--- config.mk ---
export PLATFORM = sky130hd
export DESIGN_NAME = pulse_seq
export DESIGN_NICKNAME = d
export VERILOG_FILES = /design/src/rtl/pulse_seq.sv
export SDC_FILE = /design/constraint.sdc
export NUM_CORES = 1
export LEC_CHECK = 0
export CAP_MARGIN = 20
export CORE_AREA = 8 8 69 71
export DETAILED_ROUTE_END_ITERATION = 7
export DIE_AREA = 0 0 77 79
export HOLD_SLACK_MARGIN = 0.05
export PLACE_DENSITY = 0.79
export SYNTH_ARGS = -nofsm -noshare
export SYNTH_HDL_FRONTEND = slang
export SYNTH_SLANG_ARGS = --single-unit
--- constraint.sdc ---
create_clock -name clk -period 1.4 [get_ports clk]
set_clock_uncertainty 0.1 [all_clocks]
set_input_delay 0.28 -clock clk [delete_from_list [all_inputs] [get_ports clk]]
set_output_delay 0.28 -clock clk [all_outputs]
set_load 0.005 [all_outputs]
--- src/rtl/pulse_seq.sv ---
`timescale 1ns/1ps
// Machine-cycle pulse sequencer: READ_PHASES read strobes, one operate strobe, then an optional
// write strobe. Each strobe waits for its reply, bounded by a per-wait timeout.
module pulse_seq #(
  parameter int unsigned READ_PHASES = 2,
  parameter int unsigned TIMEOUT     = 64,
  parameter int unsigned TO_W        = 8,
  parameter int unsigned CNT_W       = 16
) (
  input  logic             clk,
  input  logic             resetn,
  input  logic             start_pulse,
  input  logic             stop_pulse,
  input  logic             continuous,
  input  logic             write_en,
  output logic             mem_read_pulse,
  output logic             mem_write_pulse,
  input  logic             mem_reply,
  output logic             operate_pulse,
  input  logic             operate_reply,
  output logic [1:0]       read_idx,
  output logic             busy,
  output logic             cycle_done,
  output logic             timeout_err,
  output logic [CNT_W-1:0] cycle_cnt
);

  typedef enum logic [3:0] {
    StIdle, StRdP, StRdW, StOpP, StOpW, StWrP, StWrW, StDone, StError
  } state_e;

  localparam logic [1:0]      LastIdx  = 2'(READ_PHASES - 1);
  localparam logic [TO_W-1:0] WaitLast = TO_W'(TIMEOUT - 1);

  state_e           state_q, state_d;
  logic [1:0]       idx_q, idx_d;
  logic [TO_W-1:0]  wait_q, wait_d;
  logic [CNT_W-1:0] cnt_q, cnt_d;
  logic             stop_req_q, stop_req_d;
  logic             expired;

  assign busy      = (state_q != StIdle) && (state_q != StError);
  assign read_idx  = idx_q;
  assign cycle_cnt = cnt_q;
  // Last permitted wait cycle; a reply seen in it still wins over the error.
  assign expired   = (wait_q == WaitLast);

  always_comb begin
    state_d    = state_q;
    idx_d      = idx_q;
    wait_d     = '0;
    cnt_d      = cnt_q;
    stop_req_d = stop_req_q;
    if (busy && stop_pulse) stop_req_d = 1'b1;

    unique case (state_q)
      StIdle: begin
        if (start_pulse) begin
          state_d    = StRdP;
          idx_d      = '0;
          stop_req_d = stop_pulse;
        end
      end
      StRdP: state_d = StRdW;
      StRdW: begin
        if (mem_reply) begin
          if (idx_q != LastIdx) begin
            idx_d   = idx_q + 2'd1;
            state_d = StRdP;
          end else begin
            state_d = StOpP;
          end
        end else if (expired) begin
          state_d = StError;
        end else begin
          wait_d = wait_q + TO_W'(1);
        end
      end
      StOpP: state_d = StOpW;
      StOpW: begin
        if (operate_reply) begin
          state_d = write_en ? StWrP : StDone;
        end else if (expired) begin
          state_d = StError;
        end else begin
          wait_d = wait_q + TO_W'(1);
        end
      end
      StWrP: state_d = StWrW;
      StWrW: begin
        if (mem_reply) begin
          state_d = StDone;
        end else if (expired) begin
          state_d = StError;
        end else begin
          wait_d = wait_q + TO_W'(1);
        end
      end
      StDone: begin
        cnt_d = cnt_q + CNT_W'(1);
        // A stop arriving during DONE itself also ends the run here.
        if (continuous && !stop_req_q && !stop_pulse) begin
          state_d = StRdP;
          idx_d   = '0;
        end else begin
          state_d    = StIdle;
          stop_req_d = 1'b0;
        end
      end
      StError: begin
        if (stop_pulse) begin
          state_d    = StIdle;
          stop_req_d = 1'b0;
        end
      end
      default: state_d = StIdle;
    endcase
  end

  always_comb begin
    mem_read_pulse  = 1'b0;
    mem_write_pulse = 1'b0;
    operate_pulse   = 1'b0;
    cycle_done      = 1'b0;
    timeout_err     = 1'b0;
    unique case (state_q)
      StRdP:   mem_read_pulse  = 1'b1;
      StOpP:   operate_pulse   = 1'b1;
      StWrP:   mem_write_pulse = 1'b1;
      StDone:  cycle_done      = 1'b1;
      StError: timeout_err     = 1'b1;
      default: ;
    endcase
  end

  always_ff @(posedge clk or negedge resetn) begin
    if (!resetn) begin
      state_q    <= StIdle;
      idx_q      <= '0;
      wait_q     <= '0;
      cnt_q      <= '0;
      stop_req_q <= 1'b0;
    end else begin
      state_q    <= state_d;
      idx_q      <= idx_d;
      wait_q     <= wait_d;
      cnt_q      <= cnt_d;
      stop_req_q <= stop_req_d;
    end
  end

endmodule

==> reports/results.txt <==
final setup margin: -0.3749 ns
CTS tree: done
iteration count of the initial detailed-routing pass: 4
commonest non-fill, non-tap cells in the layout: buf_4 (53), buf_6 (31), dfrtp_1 (28)
Ports: 32
register area share after synthesis: 0.4948
vias per inst: 5.358
PortBufs: 31
Die X: 77 microns
YS warnings: 0
Post-Synth Adder-Cell Area: 0.02394
layout cell share with drive strength beyond 1: 0.5821
Tmin final: 1.775 ns
mux contribution to synthesized area: 0.01357
CTS root buf: clkbuf_8
Seq pwr share: 0.255
pre-CTS WS: -0.4460 ns
f_max: 0.5634 GHz
GR Overflow Total: 0
Synth Area in Compound Gates: 0.06624
Post-Place Cells: 272
final setup violation count: 37
CP Launch Type: flop
# rows: 23
worst skew pair latency: 0.30 ns
Starting DRT DRC Count: 95
Area Growth Syn to Fin: 91.62%
Crit Path Class: reg2out
Post-Synth XOR/XNOR Area: 0.1229
status: finished with violations
Synth Register Bits: 31
final HPWL from detailed placement: 2843 microns
PD cells: 1599 nW/um^2
total chip power: 0.004804 W
syn avg cell area: 10.11 sq um
Via Count: 1,704
Clock H-tree levels: 2
Gate Count Post-Synth: 155
sw frac: 0.3766
Worst Setup End Kind: primary output
internal power: 0.002995 W
WL/cell: 19.76 microns
RSZ-0062 raised after global routing: yes
largest net degree at the start of global routing: 32
Hold Vio Cnt, Final: 0
die height: 79 microns
Die Area: 6083 sq um
Final Net Count: 279
failing checks: negative setup slack
worst slew pin tran: 0.3488 ns
core area: 3799 sq um
Post-Syn Area: 1568 sq um
ANT cells: 0
Final ANT Viol Nets: 0
Post-Route WL: 6283 microns
first-pass GRT wire length: 9039 microns
Initial Util: 0.4127
Worst Path Max Fanout: 3
Synth cell types: 36
total CTS buffers: 5
Synth Net Count: 166
Simple-Gate Fraction of Synth Area: 0.2466
vias in the first global route: 1,798
Sw Pwr: 0.001809 W
Lkg Pwr: 1.496 nW
Hold WC Path Type: in2async
Clock transition at path regs: 0.07 ns
initial antenna violation count: 0
Slew Viols, Final: 0
most common cell after layout, fill and taps aside: buf_4
Final Cycle Share: 1.268
Final Non-Filler Cells: 318
clock power share: 0.157
DR DRC count: 0
CTS sink cnt: 31
RD Place Congestion: 0.8046
placed cell area: 2247 sq um
worst endpoint required time: 1.02 ns
Max Root-Sink Buffers: 2
Tot GR Track Use: 0.1889
Critical Path AT: 1.39 ns
largest family of logic cells by synthesized area: simple AND/OR/NAND/NOR gates
Max VDD drop: 0.001191 V
cts hold-fix bufs: 0
final non-filler cell area: 3004 sq um
Gate power share: 0.588
Slew headroom: 0.7664
max-cap violations: 0
layer usage:
metal / GRT usage / part of all wire
met2: 0.3653 / 0.54
met3: 0.04289 / 0.045
met1: 0.1905 / 0.38
met4: 0.07925 / 0.040
met5: 0 / 0
cells in the mapped netlist:
library cell / number / share of area
and3_1: 3 / 0.012
o22ai_1: 4 / 0.016
and4_1: 3 / 0.017
nand4_1: 5 / 0.020
nor3_1: 3 / 0.0096
nor2_1: 16 / 0.038
inv_1: 7 / 0.017
o31ai_1: 1 / 0.0048
ha_1: 3 / 0.024
mux2_2: 1 / 0.0072
nor2_2: 1 / 0.0040
nor3b_1: 2 / 0.0096
o2111ai_1: 1 / 0.0056
or4_1: 1 / 0.0048
a2bb2oi_1: 1 / 0.0056
a22oi_1: 1 / 0.0048
nor4_4: 1 / 0.014
nand2b_1: 2 / 0.0080
a211o_1: 1 / 0.0056
xnor2_1: 15 / 0.084
xor2_1: 7 / 0.039
buf_2: 4 / 0.013
a31oi_1: 2 / 0.0080
nand4b_4: 1 / 0.015
nand3b_1: 2 / 0.0096
nor4bb_1: 1 / 0.0064
a21oi_1: 3 / 0.0096
dfrtp_1: 31 / 0.49
nand2_1: 17 / 0.041
clkbuf_1: 1 / 0.0024
nand3_1: 9 / 0.029
o21ai_0: 1 / 0.0032
o21ai_1: 1 / 0.0032
nor2b_1: 1 / 0.0040
mux2i_1: 1 / 0.0064
nor4b_1: 1 / 0.0056
kinds of logic (layout without fill, tap and decap cells):
logic type | Yosys count | in the layout
mux | 2 | 2
xor+xnor | 22 | 22
fa+ha+maj | 3 | 3
buf+inv | 12 | 125
flops | 31 | 31
compound gates | 16 | 16
simple gates | 69 | 69
per-stage QoR:
step                TNS (ns)  hold slack (ns)    util
global route          -9.649           0.2599  0.7908
finish                -8.165           0.2428  0.7908
detailed placement    -7.668           0.3654  0.5916
global placement      -6.904           0.3597  0.5916
floorplan            -0.1018          -0.1156       -
CTS                   -5.259           0.2548  0.7316
state kept, by name, summed over array words and instances (netlist names):
register / cells
cycle_cnt: 16
read_idx: 2
state_q: 4
stop_req_q: 1
wait_q: 8
power by group through the flow:
stage	Clock, W	Sequential, W	Combinational [W]
after CTS	0.000724	0.00118	0.00224
after global routing	0.000797	0.00124	0.00297
after global placement	0	0.00126	0.00140
after detailed placement	0	0.00126	0.00144
after floorplan	0	0.00121	0.000705
final	0.000752	0.00123	0.00283
worst max-delay path: stages, from the launching register on:
cell	delay, ns
dfrtp_1	0.41
buf_6	0.13
buf_6	0.09
nor4bb_4	0.29
buf_2	0.18
cell type report:
class | count | area (sq um)
fill | 226 | 794.5
tap | 50 | 62.56
multi-input combinational | 112 | 1056
inverter | 7 | 26.28
clock inverter | 1 | 5.005
clock buffer | 6 | 82.58
sequential | 31 | 779.5
timing repair buffer | 111 | 992.2
final timing paths:
path,to,start,depth (start not counted),slack (ns)
hold / removal,cycle_cnt[14],resetn,2,0.24
setup / recovery,mem_write_pulse,state_q[0],4,-0.37
max in group asynchronous,state_q[2],resetn,2,0.77
min in group clk,cycle_cnt[8],cycle_cnt[8],1,0.44
setup reg to reg,read_idx[1],state_q[1],8,-0.30
hold reg to reg,cycle_cnt[8],cycle_cnt[8],1,0.44
what timing repair did:
action / CTS / global route
pin swaps: 38 / 19
gates resized for setup: 106 / 44
buffers inserted: 41 / 7
gates cloned: 0 / 0
setup endpoints to repair: 51 / 37
Power figures use the tool's default switching activity.
